## config.mk

```make
export PLATFORM = sky130hd
export DESIGN_NAME = conv1d_ctrl
export DESIGN_NICKNAME = d
export VERILOG_FILES = /design/src/rtl/conv1d_ctrl.sv
export SDC_FILE = /design/constraint.sdc
export NUM_CORES = 1
export LEC_CHECK = 0
export CORE_UTILIZATION = 45
export DETAILED_ROUTE_END_ITERATION = 6
export GPL_TIMING_DRIVEN = 0
export MAX_ROUTING_LAYER = met4
export PLACE_DENSITY = 0.87
export SETUP_SLACK_MARGIN = 0.02
export SYNTH_ARGS = -nofsm -noshare
export SYNTH_HDL_FRONTEND = slang
export SYNTH_SLANG_ARGS = --single-unit
export TNS_END_PERCENT = 5
```

## constraint.sdc

```tcl
create_clock -name clk -period 2.1 [get_ports clk]
set_clock_uncertainty 0.2 [all_clocks]
set_input_delay 0.21 -clock clk [delete_from_list [all_inputs] [get_ports clk]]
set_output_delay 0.21 -clock clk [all_outputs]
set_load 0.01 [all_outputs]
```

## src/rtl/conv1d_ctrl.sv

```systemverilog
// conv1d_ctrl: sequencer for a 1-D convolution engine.
// Memory map: kernel words at 0..3, input samples from 20, results at 108..127.
// It loads the kernel once. For each output it then reads a window of input
// samples, lets the MAC drain, writes the result and slides the window by one.
// Every output comes straight from a flop, so downstream pointers and the
// memory see no glitches.
module conv1d_ctrl #(
    parameter int KER_TAPS = 4,
    parameter int N_OUT    = 20
) (
    input  logic       clk,
    input  logic       rst_n,
    input  logic       start,
    input  logic       ker_tc4,
    input  logic       ker_tc20,
    input  logic       out_tc127,
    output logic       cnt_ker_en,
    output logic       cnt_ker_rst_n,
    output logic       reg_init_cnt_inp_ld,
    output logic       reg_init_cnt_inp_rst_n,
    output logic       cnt_inp_ld,
    output logic       cnt_inp_en,
    output logic       cnt_inp_rst_n,
    output logic       cnt_out_en,
    output logic       cnt_out_rst_n,
    output logic [1:0] mux_addr_sel,
    output logic       mem_rd_en,
    output logic       mem_wr_en,
    output logic       ker_ld_en,
    output logic       mac_en,
    output logic       acc_clr,
    output logic [1:0] tap_idx,
    output logic       busy,
    output logic       done,
    output logic       err
);

    typedef enum logic [3:0] {
        S_IDLE = 4'd0,
        S_CLR  = 4'd1,
        S_KER  = 4'd2,
        S_KDRN = 4'd3,
        S_MAC  = 4'd4,
        S_MDRN = 4'd5,
        S_WR   = 4'd6,
        S_ADV  = 4'd7,
        S_DONE = 4'd8
    } state_t;

    // The last tap index ends both the kernel-load burst and the window burst.
    localparam logic [1:0] TAP_LAST = 2'(KER_TAPS - 1);

    localparam logic [1:0] SEL_KER  = 2'b00;
    localparam logic [1:0] SEL_INP  = 2'b01;
    localparam logic [1:0] SEL_OUT  = 2'b10;
    localparam logic [1:0] SEL_NONE = 2'b11;

    // ker_tc20 has no role in this sequence. The number of outputs is set by
    // the output pointer's terminal flag, not by N_OUT.
    logic unused_inputs;
    assign unused_inputs = ker_tc20 | (N_OUT == 0);

    state_t     state_q, state_d;
    logic [1:0] tap_q, tap_d;

    logic       cnt_ker_en_q, cnt_ker_en_d;
    logic       cnt_ker_rst_n_q, cnt_ker_rst_n_d;
    logic       reg_init_ld_q, reg_init_ld_d;
    logic       reg_init_rst_n_q, reg_init_rst_n_d;
    logic       cnt_inp_ld_q, cnt_inp_ld_d;
    logic       cnt_inp_en_q, cnt_inp_en_d;
    logic       cnt_inp_rst_n_q, cnt_inp_rst_n_d;
    logic       cnt_out_en_q, cnt_out_en_d;
    logic       cnt_out_rst_n_q, cnt_out_rst_n_d;
    logic [1:0] mux_addr_sel_q, mux_addr_sel_d;
    logic       mem_rd_en_q, mem_rd_en_d;
    logic       mem_wr_en_q, mem_wr_en_d;
    logic       ker_ld_en_q, ker_ld_en_d;
    logic       mac_en_q, mac_en_d;
    logic       acc_clr_q, acc_clr_d;
    logic [1:0] tap_idx_q, tap_idx_d;
    logic       busy_q, busy_d;
    logic       done_q, done_d;
    logic       err_q, err_d;

    // Next-state, tap counter and the control word for the coming state.
    // Outputs are decoded from state_d and then registered, so each output
    // lines up with the state it belongs to.
    always_comb begin
        state_d = state_q;
        tap_d   = 2'd0;

        unique case (state_q)
            S_IDLE: if (start) state_d = S_CLR;
            S_CLR:  state_d = S_KER;
            S_KER: begin
                tap_d = tap_q + 2'd1;
                if (tap_q == TAP_LAST) state_d = S_KDRN;
            end
            S_KDRN: state_d = S_MAC;
            S_MAC: begin
                tap_d = tap_q + 2'd1;
                if (tap_q == TAP_LAST) state_d = S_MDRN;
            end
            S_MDRN: state_d = S_WR;
            S_WR:   state_d = out_tc127 ? S_DONE : S_ADV;
            S_ADV:  state_d = S_MAC;
            S_DONE: state_d = S_IDLE;
            default: state_d = S_IDLE;
        endcase

        cnt_ker_en_d     = 1'b0;
        cnt_ker_rst_n_d  = 1'b1;
        reg_init_ld_d    = 1'b0;
        reg_init_rst_n_d = 1'b1;
        cnt_inp_ld_d     = 1'b0;
        cnt_inp_en_d     = 1'b0;
        cnt_inp_rst_n_d  = 1'b1;
        cnt_out_en_d     = 1'b0;
        cnt_out_rst_n_d  = 1'b1;
        mux_addr_sel_d   = SEL_NONE;
        mem_rd_en_d      = 1'b0;
        mem_wr_en_d      = 1'b0;
        acc_clr_d        = 1'b0;
        done_d           = 1'b0;
        busy_d           = (state_d != S_IDLE);

        unique case (state_d)
            S_CLR: begin
                cnt_ker_rst_n_d  = 1'b0;
                reg_init_rst_n_d = 1'b0;
                cnt_inp_rst_n_d  = 1'b0;
                cnt_out_rst_n_d  = 1'b0;
            end
            S_KER: begin
                mux_addr_sel_d = SEL_KER;
                mem_rd_en_d    = 1'b1;
                cnt_ker_en_d   = 1'b1;
            end
            S_KDRN: acc_clr_d = 1'b1;
            S_MAC: begin
                mux_addr_sel_d = SEL_INP;
                mem_rd_en_d    = 1'b1;
                cnt_inp_en_d   = 1'b1;
                // Capture the window start only on the first read of a window.
                reg_init_ld_d  = (state_q != S_MAC);
            end
            S_WR: begin
                mux_addr_sel_d = SEL_OUT;
                mem_wr_en_d    = 1'b1;
                cnt_out_en_d   = 1'b1;
                // Rewind the input pointer to the window start; ADV steps it.
                cnt_inp_ld_d   = 1'b1;
            end
            S_ADV: begin
                cnt_inp_en_d = 1'b1;
                acc_clr_d    = 1'b1;
            end
            S_DONE: done_d = 1'b1;
            default: ;
        endcase

        // Read data returns one cycle after the strobe. The datapath
        // qualifiers therefore trail the read states by one cycle.
        ker_ld_en_d = (state_q == S_KER);
        mac_en_d    = (state_q == S_MAC);
        tap_idx_d   = tap_q;

        // The kernel pointer must have reached its terminal count by the
        // drain cycle. The error flag is sticky until the next run clears it.
        if (state_d == S_CLR) begin
            err_d = 1'b0;
        end else if ((state_q == S_KDRN) && !ker_tc4) begin
            err_d = 1'b1;
        end else begin
            err_d = err_q;
        end
    end

    // State and registered outputs. Reset forces every output to its idle
    // value and holds all pointer resets asserted.
    always_ff @(posedge clk or negedge rst_n) begin
        if (!rst_n) begin
            state_q          <= S_IDLE;
            tap_q            <= 2'd0;
            cnt_ker_en_q     <= 1'b0;
            cnt_ker_rst_n_q  <= 1'b0;
            reg_init_ld_q    <= 1'b0;
            reg_init_rst_n_q <= 1'b0;
            cnt_inp_ld_q     <= 1'b0;
            cnt_inp_en_q     <= 1'b0;
            cnt_inp_rst_n_q  <= 1'b0;
            cnt_out_en_q     <= 1'b0;
            cnt_out_rst_n_q  <= 1'b0;
            mux_addr_sel_q   <= SEL_NONE;
            mem_rd_en_q      <= 1'b0;
            mem_wr_en_q      <= 1'b0;
            ker_ld_en_q      <= 1'b0;
            mac_en_q         <= 1'b0;
            acc_clr_q        <= 1'b0;
            tap_idx_q        <= 2'd0;
            busy_q           <= 1'b0;
            done_q           <= 1'b0;
            err_q            <= 1'b0;
        end else begin
            state_q          <= state_d;
            tap_q            <= tap_d;
            cnt_ker_en_q     <= cnt_ker_en_d;
            cnt_ker_rst_n_q  <= cnt_ker_rst_n_d;
            reg_init_ld_q    <= reg_init_ld_d;
            reg_init_rst_n_q <= reg_init_rst_n_d;
            cnt_inp_ld_q     <= cnt_inp_ld_d;
            cnt_inp_en_q     <= cnt_inp_en_d;
            cnt_inp_rst_n_q  <= cnt_inp_rst_n_d;
            cnt_out_en_q     <= cnt_out_en_d;
            cnt_out_rst_n_q  <= cnt_out_rst_n_d;
            mux_addr_sel_q   <= mux_addr_sel_d;
            mem_rd_en_q      <= mem_rd_en_d;
            mem_wr_en_q      <= mem_wr_en_d;
            ker_ld_en_q      <= ker_ld_en_d;
            mac_en_q         <= mac_en_d;
            acc_clr_q        <= acc_clr_d;
            tap_idx_q        <= tap_idx_d;
            busy_q           <= busy_d;
            done_q           <= done_d;
            err_q            <= err_d;
        end
    end

    assign cnt_ker_en             = cnt_ker_en_q;
    assign cnt_ker_rst_n          = cnt_ker_rst_n_q;
    assign reg_init_cnt_inp_ld    = reg_init_ld_q;
    assign reg_init_cnt_inp_rst_n = reg_init_rst_n_q;
    assign cnt_inp_ld             = cnt_inp_ld_q;
    assign cnt_inp_en             = cnt_inp_en_q;
    assign cnt_inp_rst_n          = cnt_inp_rst_n_q;
    assign cnt_out_en             = cnt_out_en_q;
    assign cnt_out_rst_n          = cnt_out_rst_n_q;
    assign mux_addr_sel           = mux_addr_sel_q;
    assign mem_rd_en              = mem_rd_en_q;
    assign mem_wr_en              = mem_wr_en_q;
    assign ker_ld_en              = ker_ld_en_q;
    assign mac_en                 = mac_en_q;
    assign acc_clr                = acc_clr_q;
    assign tap_idx                = tap_idx_q;
    assign busy                   = busy_q;
    assign done                   = done_q;
    assign err                    = err_q;

endmodule

```

==> impl_metrics.csv <==
group,metric,value,unit
sta,period_needed,1810,ps
route,drtPass1Iterations,4,
floorplanning,die_w,47.6,um
layout,nets,120,
route,wl_per_cell,12.0,um
power,vdd_drop_max,0.813,mV
sta,fin_ws,292,ps
placement,dp_cells,135,
setup_path,cp_cell_sequence,"xor2_2 > a211oi_4 > nor4b_1",
setup_path,crit_required,2080,ps
route,drt-total-wl,1650,um
layout,drive_above_1_share,12.6,%
layout,fin_cells,138,
logic_synthesis,seq_area_frac_synth,59.1,%
floorplanning,rows,16,
placement,hpwl,1210,um
logic_synthesis,ys.flop_type,"dfrtp_1",
floorplanning,dieArea,0.00227,mm2
route,drtIter0Drc,10,
sta,slew-limit-headroom,40.3,%
logic_synthesis,yosys.area.top_type,"dfrtp_1",
floorplanning,start_util,47.7,%
sta,rsz0062_at_grt,"no",
floorplanning,core_area,0.00196,mm2
clocking,cts_made_buffers,3,
power,p_sw,0.677,mW
route,drtAntennaViolNets,0,
power,comb_power_share,52.8,%
logic_synthesis,synth-seq-cells,22,
layout,fillers,175,
clocking,cts_resized,0,
sta,timing.fmax,0.553,GHz
clocking,clockBufferDepth,2,
grt,antenna_found_initial,0,
status,status,"complete, no violations",
run,maxCapViolCount,0,
logic_synthesis,synth_warnings,0,
sta,fin_crit_sh,86.1,%
logic_synthesis,netlist_area,936,um2
setup_path,crit_fanout,6,
route,viasPerCell,4.99,
power,power.leakage,0.557,nW
logic_synthesis,synth_area_leaders,"dfrtp_1, dfstp_2, buf_4, nor4b_1, nand2_1",
clocking,root_buffer,"clkbuf_4",
grt,grt_start_max_net_pins,23,
layout,antenna_cells,0,
sta,hold_viol,0,
clocking,htree_levels,1,
logic_synthesis,syn_avg_cell_area,11.3,um2
logic_synthesis,async_flop_share,100,%
power,p_clk_share,10.1,%
placement,gp_congestion,0.831,
power,pwr_density_cell,1500,mW/mm2
layout,area_growth_syn_to_layout,32.8,%
setup_path,worstPathArrival,1780,ps
logic_synthesis,synth_cells,83,
power,p_sw_share,36.2,%
setup_path,critical-path-top-delay-family,"flip-flops",
placement,post-place-ws,152,ps
clocking,cts_hold_buf,0,
setup_path,crit_buf_inv,0,
grt,grt_pass1_vias,556,
setup_path,cp_slowest_cell,"dfrtp_1",
setup_path,slowest_delay,480,ps
sta,setup_tns,0,ps
setup_path,crit_path_start_kind,"flip-flop",
layout,final_area,0.00124,mm2
grt,grtUsageTotal,17.1,%
sta,worst_pin_slew,893,ps
clocking,post_cts_buffers,0,
clocking,cts_tree,"done",
grt,grt_pass1_wl,2540,um
clocking,cts.clk_slew.worst_paths,120,ps
hold_path,hold_path_class,"input port to asynchronous set/reset pin",
floorplanning,die_height,47.6,um
sta,slew_violations,0,
grt,overflow,0,
power,internal_power,1.19,mW
clocking,clk-insertion-delay-late,310,ps
floorplanning,boundaryPins,27,
sta,setup-violations-final,0,
logic_synthesis,synth_edf_count,0,
placement,portBuffers,25,
route,vias,689,
power,p_seq_share,37.1,%
logic_synthesis,yosysMostFrequentCell,"dfrtp_1",
route,drc,0,
logic_synthesis,ys_types,29,
placement,post_dp_cell_area,0.00122,mm2
clocking,cts_sinks,22,
logic_synthesis,mappedNetlistNets,90,
logic_synthesis,ys_top_cells_by_count,"dfrtp_1, buf_4, nand2_1, nor2_1, inv_1",
setup_path,critPathCaptureType,"flip-flop",
setup_path,path_class,"flip-flop to flip-flop",
logic_synthesis,synth_top_area_share,53.5,%
-- layout make-up --
class | instances | area [um2] | area share (%)
inverters | 5 | 18.8 | 1.51
plain buffers | 10 | 61.3 | 4.93
clock buffers | 3 | 22.5 | 1.81
well taps | 27 | 33.8 | 2.72
flip-flops and latches | 22 | 553 | 44.5
multi-input cells | 46 | 303 | 24.4
repair buffers | 25 | 250 | 20.1
-- cell families after synthesis --
| family | count (synthesis) | synth area share [%] |
|---|---|---|
| AO/OA/AOI/OAI | 13 | 11.1 |
| XOR/XNOR | 1 | 1.74 |
| adder cells (fa/ha/maj) | 1 | 1.34 |
| buffers and inverters | 15 | 8.56 |
| flip-flops | 22 | 59.1 |
| AND/OR/NAND/NOR | 31 | 18.2 |
-- flip-flops by register name, summed over array words and instances (netlist names), 2 cells and up --
| name | flops |
|---|---|
| mux_addr_sel | 2 |
| state_q | 4 |
| tap_idx | 2 |
| tap_idx_d | 2 |
-- through the flow --
step | utilization (%) | hold slack [ps] | power (mW)
2_1_floorplan | - | -286 | 1.27
3_3_place_gp | 62.2 | 166 | 1.65
3_5_place_dp | 62.2 | 170 | 1.69
4_1_cts | 63.3 | 195 | 1.87
5_1_grt | 63.3 | 201 | 1.99
6_report | 63.3 | 193 | 1.87
-- placed cells by master, fill, tap and decap left out --
cell type	n
clkdlybuf4s50_1	25
dfrtp_1	20
nor2_1	6
buf_4	6
nand2_1	6
inv_1	5
nor3_1	4
clkbuf_1	3
nor2b_1	3
nand2b_1	3
a21oi_1	3
nor4b_1	3
clkbuf_4	3
and3_1	2
o32ai_1	2
dfstp_2	2
buf_2	1
a22oi_1	1
xor2_2	1
a211oi_4	1
and2_1	1
and2b_1	1
or4_1	1
o22ai_1	1
a211o_1	1
nor3b_1	1
o32a_1	1
a31oi_1	1
o31ai_1	1
o21ai_0	1
ha_1	1
-- final timing paths --
kind	depth (start not counted)	endpoint	from	slack (ps)
worst max-delay path	3	acc_clr$_DFF_PN0_	state_q[1]$_DFF_PN0_	290
worst min-delay path	1	state_q[2]$_DFF_PN0_	rst_n	190
worst max register to register	3	acc_clr$_DFF_PN0_	state_q[1]$_DFF_PN0_	290
worst min register to register	0	tap_idx[1]$_DFF_PN0_	tap_idx_d[1]$_DFF_PN0_	190
max in group asynchronous	1	done$_DFF_PN0_	rst_n	960
min in group clk	0	tap_idx[1]$_DFF_PN0_	tap_idx_d[1]$_DFF_PN0_	190
-- routing by layer --
layer	global-route usage, %	part of all wire [%]	up-vias
li1	-	-	331
met4	8.33	1.2	0
met5	-	0	-
met3	2.26	6.6	2
met1	22.2	43	317
met2	26.3	49	39
-- power by group through the flow --
stage          clock network (mW)  registers, mW  logic [mW]
2_1_floorplan                   0          0.760       0.513
3_3_place_gp                    0          0.696       0.954
3_5_place_dp                    0          0.705       0.984
4_1_cts                     0.187          0.696       0.990
5_1_grt                     0.204          0.716        1.07
6_report                    0.189          0.694       0.987
(Power assumes the default switching activity.)
